$ cat config.mk
export PLATFORM = sky130hd
export DESIGN_NAME = piso_8bit
export DESIGN_NICKNAME = d
export VERILOG_FILES = /design/src/rtl/piso_pkg.sv /design/src/rtl/piso_bit_counter.sv /design/src/rtl/piso_8bit.sv
export SDC_FILE = /design/constraint.sdc
export NUM_CORES = 1
export LEC_CHECK = 0
export CAP_MARGIN = 20
export CORE_MARGIN = 1.5
export CORE_UTILIZATION = 40
export CTS_CLUSTER_SIZE = 40
export DETAILED_ROUTE_END_ITERATION = 8
export PLACE_DENSITY = 0.67
export SYNTH_ARGS = -nofsm -noshare
export SYNTH_HDL_FRONTEND = slang
export SYNTH_SLANG_ARGS = --single-unit
$ cat constraint.sdc
create_clock -name clk -period 3 [get_ports clk]
set_clock_uncertainty 0.1 [all_clocks]
set_input_delay 0.45 -clock clk [delete_from_list [all_inputs] [get_ports clk]]
set_output_delay 0.45 -clock clk [all_outputs]
set_load 0.03 [all_outputs]
$ cat src/rtl/piso_pkg.sv
// Shared types and constants for the piso_8bit serial transmitter.
package piso_pkg;

  // Frame states. PARITY is only reachable when PISO_PARITY_EN is defined.
  typedef enum logic [1:0] {
    ST_IDLE   = 2'd0,
    ST_SHIFT  = 2'd1,
    ST_PARITY = 2'd2
  } state_e;

  localparam int unsigned PISO_WIDTH_DEFAULT = 8;

  // Bit-counter width, sized so the counter can hold WIDTH, the last frame
  // index when a parity bit is appended.
  function automatic int unsigned piso_cnt_width(input int unsigned width);
    return $clog2(width + 1);
  endfunction

endpackage : piso_pkg

$ cat src/rtl/piso_bit_counter.sv
// Frame bit counter: synchronous clear on load, saturating increment,
// terminal-count flag at TERM (the last frame bit index).
module piso_bit_counter #(
  parameter int unsigned CW   = 4,
  parameter int unsigned TERM = 7
) (
  input  logic          clk,
  input  logic          reset,
  input  logic          clr_i,
  input  logic          inc_i,
  output logic [CW-1:0] cnt_o,
  output logic          tc_o
);

  localparam logic [CW-1:0] TERM_C = CW'(TERM);

  logic [CW-1:0] cnt_q;
  logic [CW-1:0] cnt_d;

  // Next count: clear wins over increment; hold at TERM so it never wraps.
  // NOTE: cnt_d gets a default first so every path assigns it and no latch is inferred.
  always_comb begin
    cnt_d = cnt_q;
    if (clr_i) begin
      cnt_d = '0;
    end else if (inc_i && (cnt_q != TERM_C)) begin
      cnt_d = cnt_q + CW'(1);
    end
  end

  // Count register with synchronous reset.
  // NOTE: state is updated with non-blocking assignments so every flop samples pre-edge values.
  always_ff @(posedge clk) begin
    if (reset) begin
      cnt_q <= '0;
    end else begin
      cnt_q <= cnt_d;
    end
  end

  assign cnt_o = cnt_q;
  assign tc_o  = (cnt_q == TERM_C);

endmodule : piso_bit_counter

$ cat src/rtl/piso_8bit.sv
// Parallel-in/serial-out transmitter. Captures Din on load && ready and
// shifts it out one bit per clock with sout_valid, pulsing done on the last
// frame bit. Define PISO_PARITY_EN to append an even-parity bit (FRAME =
// WIDTH+1); by default FRAME = WIDTH with no parity logic.
module piso_8bit
  import piso_pkg::*;
#(
  parameter int unsigned WIDTH     = PISO_WIDTH_DEFAULT,
  parameter bit          MSB_FIRST = 1'b1
) (
  input  logic             clk,
  input  logic             reset,
  input  logic [WIDTH-1:0] Din,
  input  logic             load,
  output logic             ready,
  output logic             sout,
  output logic             sout_valid,
  output logic             done
);

`ifdef PISO_PARITY_EN
  localparam int unsigned FRAME = WIDTH + 1;
`else
  localparam int unsigned FRAME = WIDTH;
`endif
  localparam int unsigned   CW        = piso_cnt_width(WIDTH);
  localparam logic [CW-1:0] LAST_DATA = CW'(WIDTH - 1);

  state_e           state_q;
  logic [WIDTH-1:0] shreg_q;
  logic [WIDTH-1:0] shreg_d;
  logic [CW-1:0]    cnt;
  logic             tc;
  logic             head;
  logic             accept;
  logic             last_data;

  assign head      = MSB_FIRST ? shreg_q[WIDTH-1] : shreg_q[0];
  assign accept    = (state_q == ST_IDLE) && load;
  assign last_data = (cnt == LAST_DATA);

  piso_bit_counter #(
    .CW   (CW),
    .TERM (FRAME - 1)
  ) u_bit_counter (
    .clk   (clk),
    .reset (reset),
    .clr_i (accept),
    .inc_i (state_q != ST_IDLE),
    .cnt_o (cnt),
    .tc_o  (tc)
  );

  // Shift register next value: capture on an accepted load, move toward the head while shifting.
  always_comb begin
    shreg_d = shreg_q;
    if (accept) begin
      shreg_d = Din;
    end else if (state_q == ST_SHIFT) begin
      shreg_d = MSB_FIRST ? {shreg_q[WIDTH-2:0], 1'b0} : {1'b0, shreg_q[WIDTH-1:1]};
    end
  end

  // Frame state machine and shift register; reset beats load and aborts any frame in flight.
  // NOTE: the shift register is reset too, so sout starts from a known value after every reset.
  always_ff @(posedge clk) begin
    if (reset) begin
      state_q <= ST_IDLE;
      shreg_q <= '0;
    end else begin
      shreg_q <= shreg_d;
      unique case (state_q)
        ST_IDLE: begin
          if (load) state_q <= ST_SHIFT;
        end
        ST_SHIFT: begin
`ifdef PISO_PARITY_EN
          if (last_data) state_q <= ST_PARITY;
`else
          if (last_data) state_q <= ST_IDLE;
`endif
        end
        default: state_q <= ST_IDLE;
      endcase
    end
  end

`ifdef PISO_PARITY_EN
  logic par_q;

  // Even-parity accumulator: XOR of every data bit as it leaves the head.
  always_ff @(posedge clk) begin
    if (reset) begin
      par_q <= 1'b0;
    end else if (accept) begin
      par_q <= 1'b0;
    end else if (state_q == ST_SHIFT) begin
      par_q <= par_q ^ head;
    end
  end
`endif

  // Outputs decoded from registered state only; nothing here depends on Din or load.
  always_comb begin
    ready      = 1'b0;
    sout       = 1'b0;
    sout_valid = 1'b0;
    done       = 1'b0;
    unique case (state_q)
      ST_IDLE: begin
        ready = 1'b1;
      end
      ST_SHIFT: begin
        sout_valid = 1'b1;
        sout       = head;
        done       = tc;
      end
`ifdef PISO_PARITY_EN
      ST_PARITY: begin
        sout_valid = 1'b1;
        sout       = par_q;
        done       = tc;
      end
`endif
      default: begin
        ready = 1'b0;
      end
    endcase
  end

endmodule : piso_8bit

==> key figures <==
Outcome
  – Status: finished, final reports clean

Logic synthesis
  – Synth top cells by count: nand2_1, dfxtp_1, a21oi_1, mux2_2, buf_2
  – Syn_nets: 81
  – Synthesized cell area: approximately 620 um2
  – Syn. warnings: 0
  – Top-count cell post-synth: nand2_1
  – Post-synth top area cell: dfxtp_1
  – Number of synthesized flops with an enable pin: 0
  – Post-synthesis sequential area ratio: roughly 42%
  – Top cell type's share of synthesized area: a little over two fifths
  – Async set-reset flop share out of synthesis: 0%
  – Post-synthesis register bit count: 13
  – Synth cell types: 28
  – Top FF cell, synth: dfxtp_1
  – Post-Syn Area per Cell: a little under 9 um2
  – Cell count after synthesis: a little under 70
  – Synth top area cells: dfxtp_1, mux2_2, nand2_1

Setup path
  – Slowest stage delay, CP: around 670 ps
  – Critical path's slowest cell: clkdlybuf4s50_1
  – Crit path max-delay family: buffers and inverters
  – Worst-path cell chain: ha_1 > and4b_2 > clkdlybuf4s50_1
  – Crit path DAT: about 1800 ps
  – Crit Path Category: reg2out
  – CP Max Fanout: 4
  – Startpoint class of the critical path: flip-flop
  – Buffers & Inverters on Critical Path: 1
  – Critical Path Sink Type: output port
  – Required time of the critical path: between 2000 and 2500 ps

Floorplan
  – Core area: roughly 0.0014 mm2
  – Site row count: 13
  – Num ports: 15
  – Full die area: ~0.0018 mm2
  – Height of the die: roughly 42 um
  – Die width: about 42 um
  – Initial Util: around 45%

Global routing
  – Antenna violations before repair: 0
  – GRT overflow: 0
  – Largest net degree at the start of global routing: 14
  – Vias in the first global route: around 460
  – Global-route wire length before repair: a little over 2 mm
  – Total GRT Usage: between 10% and 20%

Timing
  – Final hold violations: 0
  – Slew @ Worst Pin: roughly 560 ps
  – RSZ-0062 raised after global routing: no
  – Max-slew headroom: between 60% and 70%
  – Final worst-path cycle share: between 70 and 80%
  – Max Clk Rate: 0.428 GHz
  – Final setup vio count: 0
  – Setup TNS: 0 ps
  – Pins Over Slew Limit: 0
  – Setup ws final: 662 ps
  – Minimum clock period: about 2300 ps

Clocking
  – # resized after CTS: 0
  – CTS Sinks: 13
  – Clock buffer depth: 2
  – Insertion delay to the later sink of the worst-skew pair: roughly 280 ps
  – Reg clk slew, reported paths: roughly 80 ps
  – CTS tree: done
  – Clk root buf: clkbuf_4
  – Postcts setup bufs: 0
  – Num CTS Buffers: 3
  – Htree depth: 1
  – # hold bufs at CTS: 0

Flow run
  – Max cap viols: 0

Detailed routing
  – Per-cell routed wire length: 12.6 um
  – DRT Pass-1 Iters: 4
  – Via count: 548
  – Final WL: about 1.2 mm
  – Vias/cell: approximately 5.6
  – Iter 0 DRT Violations: 14
  – Routed Antenna Nets: 0
  – # DRC: 0

Place
  – Routability cong.: 0.781
  – DP Wirelength: between 800 and 900 um
  – Pre-CTS setup slack: between 900 and 1000 ps
  – Buffers on Ports: 14
  – Dpl cells: 94

Final layout
  – Final non-filler cell total: 98
  – Post-layout util: roughly 58%
  – # diodes: 0
  – Area growth syn-to-layout: 27.6%
  – Layout cells sized above 1: about an eighth
  – Nets@finish: 96

Power and ir drop
  – Switching portion of total power: around 25%
  – Switch Pwr: about 0.09 mW
  – P_int: between 0.2 and 0.3 mW
  – PD cells: roughly 450 mW/mm2
  – Clock power frac: 30.8%
  – Seq pwr share: between 50% and 60%
  – Leak Pwr: 0.308 nW
  – Comb power frac: 16.1%
  – Peak supply drop: about 0.00019 V

Hold path
  – Hold WC Path Type: reg2reg
## sequential cells by signal, indices dropped and copies added (netlist names)
| name | count |
|---|---|
| shreg_q | 8 |
| state_q | 1 |
| u_bit_counter.cnt_o | 4 |
## per-stage QoR
stage	hold WS [ps]	cell area [um2]	total power [mW]
after global routing	384	787	0.376
after global placement	346	761	0.247
final	361	787	0.353
after floorplan	337	617	0.225
after CTS	366	787	0.359
after detailed placement	355	761	0.249
## worst paths after layout
check                         start                      to  slack [ps]  cells after the start
min reg2reg              shreg_q[3]              shreg_q[4]         360                      2
max          u_bit_counter.cnt_o[0]                    done         660                      3
min                      shreg_q[3]              shreg_q[4]         360                      2
max reg2reg  u_bit_counter.cnt_o[0]  u_bit_counter.cnt_o[3]        1420                      4
## final cells by class
class	count	area, um2
fillers	133	579
multi-input cells	49	327
flip-flops and latches	13	260
repair buffers	15	148
clock buffers	4	26.3
well taps	15	18.8
inverters	2	7.51
## power groups by stage
| stage | registers (mW) | logic [mW] | clock network (mW) |
|---|---|---|---|
| final | 0.187 | 0.0567 | 0.109 |
| after global routing | 0.189 | 0.0623 | 0.125 |
| after detailed placement | 0.192 | 0.0569 | 0 |
| after CTS | 0.188 | 0.0572 | 0.115 |
| after floorplan | 0.191 | 0.0341 | 0 |
| after global placement | 0.191 | 0.0563 | 0 |
## cell usage in the layout, fill, tap and decap left out, drive strengths merged, types with 2 or more instances in the layout
cell           synthesis  routed
nand2                 15      15
dfxtp                 13      13
clkdlybuf4s50          0      14
a221oi                 2       2
a21oi                  7       7
nor3                   2       2
mux2                   7       7
clkbuf                 1       4
inv                    2       2
## kinds of logic after synthesis
| family | count (synthesis) | share of synthesized area, % |
|---|---|---|
| buffers and inverters | 7 | 4.87 |
| flip-flops | 13 | 42.2 |
| AND/OR/NAND/NOR | 26 | 20.7 |
| multiplexers | 8 | 14.4 |
| adder cells (fa/ha/maj) | 1 | 2.03 |
| AO/OA/AOI/OAI | 14 | 15.8 |
## routing by layer
metal	up-vias	track usage, %	share of wire [%]
met3	4	5.17	5.3
met2	16	21.5	42
met1	256	20.6	49
met4	0	13.1	3.8
li1	272	-	-
met5	-	0	0
## worst register-to-register path, stage by stage (launching register included)
cell and delay [ps]:
dfxtp_1 340, ha_1 240, and3b_1 220, or3_1 370, a221oi_2 220
No activity file was read; power rests on OpenSTA's default activity.
==> RTL edit, RTL diff (same settings) <==
Set the package constant `PISO_WIDTH_DEFAULT` to 12 (it was 8).
--- a/src/rtl/piso_pkg.sv
+++ b/src/rtl/piso_pkg.sv
@@ -10,3 +10,3 @@
 
-  localparam int unsigned PISO_WIDTH_DEFAULT = 8;
+  localparam int unsigned PISO_WIDTH_DEFAULT = 12;
 
Interface: changed (resized Din); port bits go from 15 to 19. The function was not compared with the original's and may differ.
==> RTL edit against the original RTL <==
Area after synthesis up 27%; final area up 27%; total power up 25%; count of clock-buffer cells in the layout unchanged; sequential power up 32%; setup slack worse by 0.16 ns; die area up 25%; wire length up 30%; worst hold slack worse by 0.0075 ns; sequential cell count up 4; largest cell class unchanged; highest routed layer is now met3.
==> RTL edit: results (changes against the original RTL) <==
metric;value;unit;change
status;completed;;
drtIter0Drc;4;;-10
tightest_slew;0.640;ns;+0.0804 ns
htree_levels;1;;unchanged
seq_area_frac_synth;43.5;%;+1.3 points
hold_viol_final;0;;unchanged
netlist-cell-type-count;23;;-18%
hold_depth;2;;unchanged
worstPathArrival;1.94;ns;+0.15 ns
ys_top_cells_by_count;nand2_1, dfxtp_1, a21oi_1, mux2_1;;
p_sw_share;25.3;%;-0.11 points
clock_latency;0.29;ns;
min_from;shreg_q[5]$_SDFFE_PP0P_;;
cts-resized-gates;0;;unchanged
ir_worst_vdd;0.221;mV;+16%
async_flop_share;0;%;unchanged
routabilityCongestion;0.692;;-11%
ys_warn_count;0;;unchanged
grt_antenna_before_repair;0;;unchanged
grt_pass1_vias;627;;+38%
vias_per_cell;4.96;;-11%
cts-root-buf;clkbuf_4;;
r2r.worst_path.cells;2;;-2
min_path_type;reg -> reg;;
synthTopCellsByArea;dfxtp_1, nand2_1, mux2_1;;
postCtsSetupBuffers;0;;unchanged
drive_gt1_share;7.41;%;-5.8 points
ctsLongestPathBuffers;2;;unchanged
num-fill-cells;173;;+30%
r2r_setup_slack;1.58;ns;+0.16 ns
synth_flop_cell;dfxtp_1;;
nets;125;;+30%
cts_buffers;3;;unchanged
firstDrtPassIters;4;;unchanged
timing.rr.start;state_q[0]$_SDFFE_PP0P_;;
r2r-end;u_bit_counter.cnt_o[0]$_SDFFE_PP0P_;;
post_drt_wl_per_cell;12.1;um;-4.0%
largest_reg_flops;12;;+4
clkTransAtPathRegs;0.10;ns;+0.02 ns
synth.net_count;106;;+31%
grt_use_total;16.9;%;+0.78 points
top_register;shreg_q;;
antennaDiodeCount;0;;unchanged
dpl.hpwl;1.09;mm;+32%
grt_start_max_net_pins;16;;+2
leakage;0.000391;uW;+27%
cp_max_fo;4;;unchanged
worstHoldEndpoint;shreg_q[6]$_SDFFE_PP0P_;;
grt_pass1_wl;2.60;mm;+26%
io_buffer_count;18;;+4
[RTL edit: changes by cell type after synthesis, moves of 3 or more]
cell / before / now
nor2_1: 1 / 4
dfxtp_1: 13 / 17
nand2_1: 15 / 24
mux2_1: 2 / 7
a21oi_1: 7 / 12
[RTL edit: worst max-delay path, cell delays in order (launching register included)]
cell and delay (ns):
dfxtp_1 0.39, ha_1 0.19, nand2_1 0.09, nor3b_1 0.27, clkdlybuf4s50_1 0.72
[RTL edit: worst max path at each step]
stage / startpoint / end / slack, ns / depth (start not counted)
detailed placement: u_bit_counter.cnt_o[0]$_SDFFE_PP0P_ / done / 0.83 / 4
CTS: u_bit_counter.cnt_o[0]$_SDFFE_PP0P_ / done / 0.48 / 4
global placement: load / shreg_q[11]$_SDFFE_PP0P_ / 0.87 / 4
finish: u_bit_counter.cnt_o[0]$_SDFFE_PP0P_ / done / 0.51 / 4
floorplan: state_q[0]$_SDFFE_PP0P_ / done / 0.85 / 3
global route: u_bit_counter.cnt_o[0]$_SDFFE_PP0P_ / done / 0.35 / 4
[RTL edit: power groups by stage]
stage	registers, uW	clock network, uW	logic [uW]
after global routing	248	136	79.5
after floorplan	250	0	43.0
after detailed placement	251	0	72.4
after CTS	246	128	73.1
final	246	122	72.3
after global placement	251	0	71.4
[RTL edit: per-stage QoR]
step | hold WS (ns) | setup slack (ns) | util, % | area [um2] | std cells
3_5_place_dp | 0.349 | 0.832 | 54.5 | 972 | 129
2_1_floorplan | 0.329 | 0.849 | - | 782 | 90
3_3_place_gp | 0.342 | 0.873 | 54.5 | 972 | 129
5_1_grt | 0.374 | 0.352 | 56.0 | 998 | 133
6_report | 0.354 | 0.506 | 56.0 | 998 | 133
4_1_cts | 0.361 | 0.478 | 56.0 | 998 | 133
[RTL edit: area by class of cell]
class / count / area share, %
clock buffers: 4 / 2.63
well taps: 25 / 3.13
flip-flops and latches: 17 / 34.1
multi-input cells: 66 / 40.6
inverters: 2 / 0.752
repair buffers: 19 / 18.8
[RTL edit: kinds of logic (layout without fill, tap and decap cells)]
family / after synthesis / after routing / synth area share [%]
and+or+nand+nor: 36 / 36 / 20.2
DFF: 17 / 17 / 43.5
AOI/OAI and AO/OA: 15 / 15 / 10.6
muxes: 13 / 13 / 18.4
buffers and inverters: 7 / 25 / 4.64
adders and majority gates: 1 / 1 / 1.60
xor gates and xnor gates: 1 / 1 / 1.12
[RTL edit: metal layers]
metal / up-vias / share of wire (%) / track usage (%)
li1: 344 / - / -
met1: 302 / 47 / 21.2
met2: 14 / 49 / 28.2
met3: 0 / 3.6 / 3.46
met4: 0 / 0 / 6.67
met5: - / 0 / 0
